<file path="config.mk">
export PLATFORM = sky130hd
export DESIGN_NAME = instr_issue_queue
export DESIGN_NICKNAME = d
export VERILOG_FILES = /design/src/rtl/instr_issue_queue.sv
export SDC_FILE = /design/constraint.sdc
export NUM_CORES = 1
export LEC_CHECK = 0
export ABC_AREA = 1
export CORE_MARGIN = 2
export CORE_UTILIZATION = 40
export DETAILED_ROUTE_END_ITERATION = 8
export GPL_TIMING_DRIVEN = 0
export REMOVE_ABC_BUFFERS = 1
export SLEW_MARGIN = 20
export SYNTH_ARGS = -nofsm -noshare
export SYNTH_HDL_FRONTEND = slang
export SYNTH_SLANG_ARGS = --single-unit
</file>
<file path="constraint.sdc">
create_clock -name clk -period 3 [get_ports clk]
set_input_delay 0.45 -clock clk [delete_from_list [all_inputs] [get_ports clk]]
set_output_delay 0.45 -clock clk [all_outputs]
set_load 0.01 [all_outputs]
</file>
<file path="src/rtl/instr_issue_queue.sv">
// instr_issue_queue: host FIFO feeding the accumulator datapath with gap-spaced single-cycle issue pulses.
module instr_issue_queue #(
    parameter int DEPTH     = 8,
    parameter int ISSUE_GAP = 2
) (
    input  logic                       clk,
    input  logic                       rst,
    input  logic [15:0]                host_data,
    input  logic                       host_valid,
    output logic                       host_ready,
    input  logic                       flush,
    input  logic                       run,
    output logic [15:0]                instr_out,
    output logic                       instr_valid,
    output logic [$clog2(DEPTH):0]     count,
    output logic                       empty,
    output logic                       full,
    output logic [15:0]                issued_count
);
    localparam int AW = $clog2(DEPTH);
    localparam int CW = AW + 1;
    localparam int GW = 4;
    typedef enum logic {IDLE, GAP} state_t;
    state_t          state_q, state_d;
    logic [GW-1:0]   gap_q, gap_d;
    logic [AW-1:0]   wptr_q, wptr_d, rptr_q, rptr_d;
    logic [CW-1:0]   count_q, count_d;
    logic [15:0]     out_q, out_d, issued_q, issued_d;
    logic            valid_q, valid_d;
    logic [15:0]     mem_q [DEPTH];
    logic            push, pop;
    assign full         = count_q == CW'(DEPTH);
    assign empty        = count_q == '0;
    assign host_ready   = !full;
    assign count        = count_q;
    assign instr_out    = out_q;
    assign instr_valid  = valid_q;
    assign issued_count = issued_q;
    // Both decisions use registered state only, so a word pushed this edge is never popped this edge.
    assign push = host_valid && !full && !flush;
    assign pop  = state_q == IDLE && run && !empty && !flush;
    always_comb begin
        state_d  = flush ? IDLE : pop ? (ISSUE_GAP == 1 ? IDLE : GAP)
                 : (state_q == GAP && gap_q == GW'(1)) ? IDLE : state_q;
        gap_d    = flush ? '0 : pop ? GW'(ISSUE_GAP - 1) : state_q == GAP ? gap_q - GW'(1) : gap_q;
        wptr_d   = flush ? '0 : wptr_q + AW'(push);
        rptr_d   = flush ? '0 : rptr_q + AW'(pop);
        count_d  = flush ? '0 : count_q + CW'(push) - CW'(pop);
        issued_d = flush ? '0 : issued_q + 16'(pop);
        out_d    = pop ? mem_q[rptr_q] : out_q;
        valid_d  = pop;
    end
    always_ff @(posedge clk or posedge rst) begin
        if (rst) begin
            state_q  <= IDLE;
            gap_q    <= '0;
            wptr_q   <= '0;
            rptr_q   <= '0;
            count_q  <= '0;
            issued_q <= '0;
            out_q    <= '0;
            valid_q  <= 1'b0;
        end else begin
            state_q  <= state_d;
            gap_q    <= gap_d;
            wptr_q   <= wptr_d;
            rptr_q   <= rptr_d;
            count_q  <= count_d;
            issued_q <= issued_d;
            out_q    <= out_d;
            valid_q  <= valid_d;
        end
    end
    // Storage needs no reset: count and pointers define which entries are live.
    always_ff @(posedge clk) begin
        if (push) mem_q[wptr_q] <= host_data;
    end
endmodule

</file>
==> results.md, run 1 <==
* Max cap viols at 0
* Fillers at 1706
* Largest net degree at the start of global routing at 67
* Worst Skew at 0.01169 ns
* TritonCTS Buffers at 17
* Outcome: complete, no violations
* R2r setup slk at 0.53 ns
* Least-Margin Pin Slew at 0.8662 ns
* GR Overflow Total at 0
* Mapped Avg Cell Area at 9.998 um^2
* Rel. slew slack at 42.25%
* Slew Viols, Final at 0
* Initial Util at 41.15%
* FF-to-FF Start: count[2]
* Final ANT Viol Nets at 0
* I/O Pins at 61
* Finish-stage setup viols at 0
* Fin crit share at 84.67%
* First-pass DRT Iterations at 4
* Nets@finish at 867
* # diodes at 0
* Pre-CTS setup slack at -0.4680 ns
* Cell Area, Synth at 7749 um^2
* CTS tree: built
* Drt total wl at 16.05 mm
* H-tree levels at 4
* Leakage at 3.859 nW
* Vias in the first global route at 4753
* DRT iter0 DRCs at 313
* Total core area at 18830 um^2
* Ys flop type: edfxtp_1
* R2R cell count at 11
* Horiz. Die Dim at 143.2 um
* CP Max Fanout at 17
* Final core utilization at 48.88%
* R2R Path End: count[1]
* Clk_lat worst skew at 0.43 ns
* Critical Path Source Type: input port
* Final worst slack at 0.4598 ns
* P&R area growth vs syn at 18.80%
* DP Wirelength at 9.481 mm
* Post-synth ARST share at 27.27%
* First-pass GRT wire length at 25.58 mm
* Final Hold Fails at 0
* Worst EP arrival at 2.82 ns
* Top cells by area, synth: edfxtp_1, dfrtp_1, nand2_1, nand3_1, inv_1
* Synthesis-stage register bit count at 176
* Vias per std cell at 4.601
* Cell taking the most area after synthesis: edfxtp_1
* Antenna violations before repair at 0
* Routability congestion estimate from global placement at 0.7552
* Synth warn at 0
* Layout cell share with drive strength beyond 1 at 7.109%
* Drc violations at 0
* Top cell type's share of synthesized area at 49.60%
* Clk root buf: clkbuf_16
* CTS Sinks at 176
* Min cycle time layout at 2.540 ns
* Crit path kind: input port to flop
* DR WL/cell at 14.54 um
* HP Class: input port to async pin
* Unique masters post-synth at 31
* Maximum VDD drop at 0.4761 mV
* EDFF count, synth at 128
* Required time of the critical path at 3.28 ns
* RSZ-0062 raised after global routing: no
* Die Ht at 143.2 um
* Worst-path clk slew at 0.07 ns
* Sequential share of the synthesized area at 65.11%
* GRT Resource Usage Total at 16.78%
* Max Fclk at 393.7 MHz
* Die area at 20500 um^2
* Port Buf Inserts at 60
* Pwr/cell area at 707.2 nW/um^2
* Crit end category: flop
* CP Launch Point: flush
* Clk buf depth at 2
* Row cnt at 50
* Total number of vias at 5079
* Post-Synthesis Cells at 775
* CTS Hold Bufs at 0
-- critical path: stages --
cell,delay [ns]
dlymetal6s2s_1,0.64
clkinv_2,0.44
nand2_1,0.14
nor2_1,0.09
inv_1,0.08
ha_1,0.21
inv_1,0.05
ha_1,0.17
fa_1,0.42
inv_1,0.07
nor2_1,0.03
-- cell type report --
class / count / area [um^2] / area share (%)
clock buffers: 17 / 425.4 / 4.621
clock inverters: 15 / 145.1 / 1.577
inverters: 113 / 432.9 / 4.703
multi-input cells: 458 / 2156 / 23.42
flip-flops and latches: 176 / 5050 / 54.86
well taps: 260 / 325.3 / 3.534
repair buffers: 65 / 670.6 / 7.286
-- timing repair --
item,in CTS,in global routing
buffers inserted,0,0
endpoints found under the hold margin,0,0
endpoints found under the setup margin,23,107
resized for setup,1,4
gates cloned,0,0
-- cells by family after synthesis --
| kind of cell | count (synthesis) | synth area share, % |
|---|---|---|
| XOR/XNOR | 4 | 0.4522 |
| adder cells (fa/ha/maj) | 15 | 2.519 |
| AO/OA/AOI/OAI | 25 | 1.712 |
| buffers and inverters | 141 | 7.783 |
| flip-flops | 176 | 65.11 |
| AND/OR/NAND/NOR | 414 | 22.43 |
-- cells in the mapped netlist (2+ instances only) --
master	instances
nand2_1	262
edfxtp_1	128
inv_1	108
nand3_1	93
nor2_1	49
dfrtp_1	48
buf_2	17
ha_1	14
o21ai_0	12
a21oi_1	8
buf_4	7
buf_6	3
inv_2	3
nand3_4	2
nand4_1	2
nor2_2	2
xnor2_1	2
xor2_1	2
-- placed cells by master (no fill, tap or decap), types with 12 or more instances in the layout --
cell | synthesis | layout
clkbuf_16 | 0 | 17
clkdlybuf4s50_1 | 0 | 59
dfrtp_1 | 48 | 46
edfxtp_1 | 128 | 128
ha_1 | 14 | 14
inv_1 | 108 | 106
nand2_1 | 262 | 262
nand3_1 | 93 | 93
nor2_1 | 49 | 41
o21ai_0 | 12 | 12
-- through the flow --
stage / total power, W / cell area (um^2) / hold slack, ns / instances / setup TNS (ns)
3_5_place_dp: 0.004460 / 8612 / 0.4650 / 1072 / -47.03
3_3_place_gp: 0.004441 / 8499 / 0.4655 / 1067 / -162.47
2_1_floorplan: 0.003830 / 7574 / 0.5053 / 747 / 0
5_1_grt: 0.006874 / 9205 / 0.5091 / 1104 / 0
4_1_cts: 0.006582 / 9188 / 0.4880 / 1104 / -0.2111
6_report: 0.006509 / 9205 / 0.4826 / 1104 / 0
-- how the worst max path moves through the flow --
stage                         end  depth (start not counted)
floorplan           instr_out[10]                          7
global placement     mem_q[2][14]                          6
detailed placement   mem_q[1][14]                          7
CTS                   mem_q[1][7]                          7
global route             count[2]                         11
finish                   count[1]                         11
-- layer usage --
metal | wire, um | part of all wire [%] | global-route usage [%]
met3 | 644 | 4.0 | 4.359
met5 | 0 | 0 | 0
met4 | 137 | 0.85 | 4.794
met1 | 7233 | 45 | 21.73
met2 | 8032 | 50 | 27.90
-- where the power goes --
group	internal (W)	switching, W	total, W	leakage, nW
registers	0.00282	0.000199	0.00302	1.79
clock network	0.00111	0.00101	0.00212	0.284
logic	0.000600	0.000769	0.00137	1.78
total	0.00453	0.00198	0.00651	3.86
-- sequential cells by signal (all words and copies together) (netlist names) --
name	flops
gap_q	4
instr_valid	1
rptr_q	3
issued_count	16
state_q	1
instr_out	16
count	4
mem_q	128
wptr_q	3
(Power assumes the default switching activity.)
==> inputs of run 2 (changes only) <==
clock period = 2.5 ns   (was 3 ns; I/O delays follow)
==> run 2 against run 1 <==
  * Sequential power grew 20%
  * Setup slack lost 0.23 ns
  * Global-route usage is essentially flat
  * Flip-flop and latch count is the same
  * Register-to-register slack lost 0.30 ns
  * Total power grew 21%
  * Count of clock-buffer cells in the layout is the same
  * First-iteration DRC count shrank 0.32%
  * Sequential share of layout area shrank 0.36 points
  * Largest cell class unchanged
  * Largest power group unchanged
==> results.md, run 2 (synthesis results as in run 1) <==
* Largest net degree at the start of global routing at 67
* I/O Pins at 61
* Row cnt at 50
* Total number of vias at 5090
* CTS tree: built
* Final worst slack at 0.2274 ns
* Rel. slew slack at 40.88%
* Required time of the critical path at 2.80 ns
* Area of the multi-input gates at 2175 um^2
* Worst Skew at 0.01143 ns
* Max cap viols at 0
* Min cycle time layout at 2.273 ns
* Port Buf Inserts at 60
* GRT Resource Usage Total at 16.78%
* Drt total wl at 16.32 mm
* Worst-path clk slew at 0.07 ns
* H-tree levels at 4
* Worst EP arrival at 2.57 ns
* GR Overflow Total at 0
* DP Wirelength at 9.481 mm
* CP Max Fanout at 6
* Least-Margin Pin Slew at 0.8868 ns
* Initial Util at 41.15%
* Max reg flops at 128
* First-pass DRT Iterations at 5
* Critical Path Source Type: flop
* Final ANT Viol Nets at 0
* CTS Sinks at 176
* Worst path cell trace: inv_1 -> ha_1 -> nand3_4 -> nand3_4 -> nor2_8 -> ha_1 -> inv_1 -> ha_1 -> fa_1 -> xnor2_1 -> nor2_1
* Crit path kind: flop to flop
* Vias in the first global route at 4761
* Vias per std cell at 4.590
* RSZ-0062 raised after global routing: no
* Layout cell share with drive strength beyond 1 at 8.009%
* Clk buf depth at 2
* First-pass GRT wire length at 25.61 mm
* Buf/Inv on CP at 2
* Slew Viols, Final at 0
* Fin crit share at 90.90%
* CP max-delay cell: fa_1
* Total core area at 18830 um^2
* Final Hold Fails at 0
* CTS Hold Bufs at 0
* Fillers at 1706
* Seq. cell area at 5050 um^2
* P&R area growth vs syn at 19.59%
* Commonest non-fill, non-tap cells in the layout: nand2_1, edfxtp_1, inv_1
* Commonest non-fill, non-tap cell in the layout: nand2_1
* Non-Filler Cell Area, Final at 9266 um^2
* TritonCTS Buffers at 17
* Finish-stage setup viols at 0
* HP Class: input port to async pin
* Horiz. Die Dim at 143.2 um
* Largest register by flop count: mem_q
* Crit path max-delay family: adder cells
* Outcome: complete, no violations
* Maximum VDD drop at 0.5710 mV
* Max Fclk at 440.0 MHz
* CP peak stage delay at 0.38 ns
* Die area at 20500 um^2
* Clk root buf: clkbuf_16
* Antenna violations before repair at 0
* # diodes at 0
* Crit end category: flop
* Area after DPL at 8612 um^2
* Nets@finish at 872
* Pre-CTS setup slack at -0.8930 ns
* Die Ht at 143.2 um
* Leakage at 3.880 nW
* Pwr/cell area at 848.8 nW/um^2
* DRT iter0 DRCs at 312
* CP dominant cell by count: ha_1
* Routability congestion estimate from global placement at 0.7552
* Clk_lat worst skew at 0.43 ns
* DR WL/cell at 14.71 um
* Power Total at 0.007865 W
* Drc violations at 0
-- run 2: worst register-to-register path: stages, from the launching register on --
cell     delay (ns)
dfrtp_1        0.37
inv_1          0.10
ha_1           0.20
nand3_4        0.12
nand3_4        0.15
nor2_8         0.08
ha_1           0.30
inv_1          0.04
ha_1           0.19
fa_1           0.38
xnor2_1        0.16
nor2_1         0.05
-- run 2: final timing paths --
check	start	endpoint	slack, ns	depth (start not counted)
max in group asynchronous	rst	rptr_q[0]	1.60	2
hold / removal	rst	instr_valid	0.40	2
hold reg to reg	instr_out[7]	instr_out[7]	0.48	2
setup reg to reg	count[2]	count[2]	0.23	11
setup / recovery	count[2]	count[2]	0.23	11
min in group clk	instr_out[7]	instr_out[7]	0.48	2
-- run 2: stage by stage --
stage	hold slack, ns	TNS [ns]	utilization (%)	std cells
2_1_floorplan	0.4402	-0.07200	-	747
3_3_place_gp	0.4655	-248.59	45.14	1067
3_5_place_dp	0.4650	-109.10	45.73	1072
4_1_cts	0.4318	0	49.02	1106
5_1_grt	0.4756	0	49.21	1109
6_report	0.4036	0	49.21	1109
-- run 2: metal layers --
layer	up-vias	share of wire [%]	GRT usage, %
met2	126	49	28.05
met1	2339	43	21.62
met5	-	0	0
met3	11	6.1	4.359
li1	2614	-	-
met4	0	1.4	4.794
-- run 2: cell type report --
| class | instances | share of cell area [%] |
|---|---|---|
| clock buffers | 17 | 4.591 |
| multi-input cells | 459 | 23.47 |
| repair buffers | 69 | 7.683 |
| well taps | 260 | 3.511 |
| clock inverters | 15 | 1.566 |
| flip-flops and latches | 176 | 54.50 |
| inverters | 113 | 4.685 |
-- run 2: timing repair --
action | 4_1_cts | 5_1_grt
buffers inserted | 2 | 2
resized for setup | 7 | 3
pin swaps | 1 | 1
setup endpoints to repair | 132 | 8
cloned | 0 | 1
endpoints found under the hold margin | 0 | 0
-- run 2: power breakdown --
group	internal [W]	switching [W]
Clock	0.00133	0.00123
Combinational	0.000740	0.000949
Sequential	0.00338	0.000241
Total	0.00545	0.00241
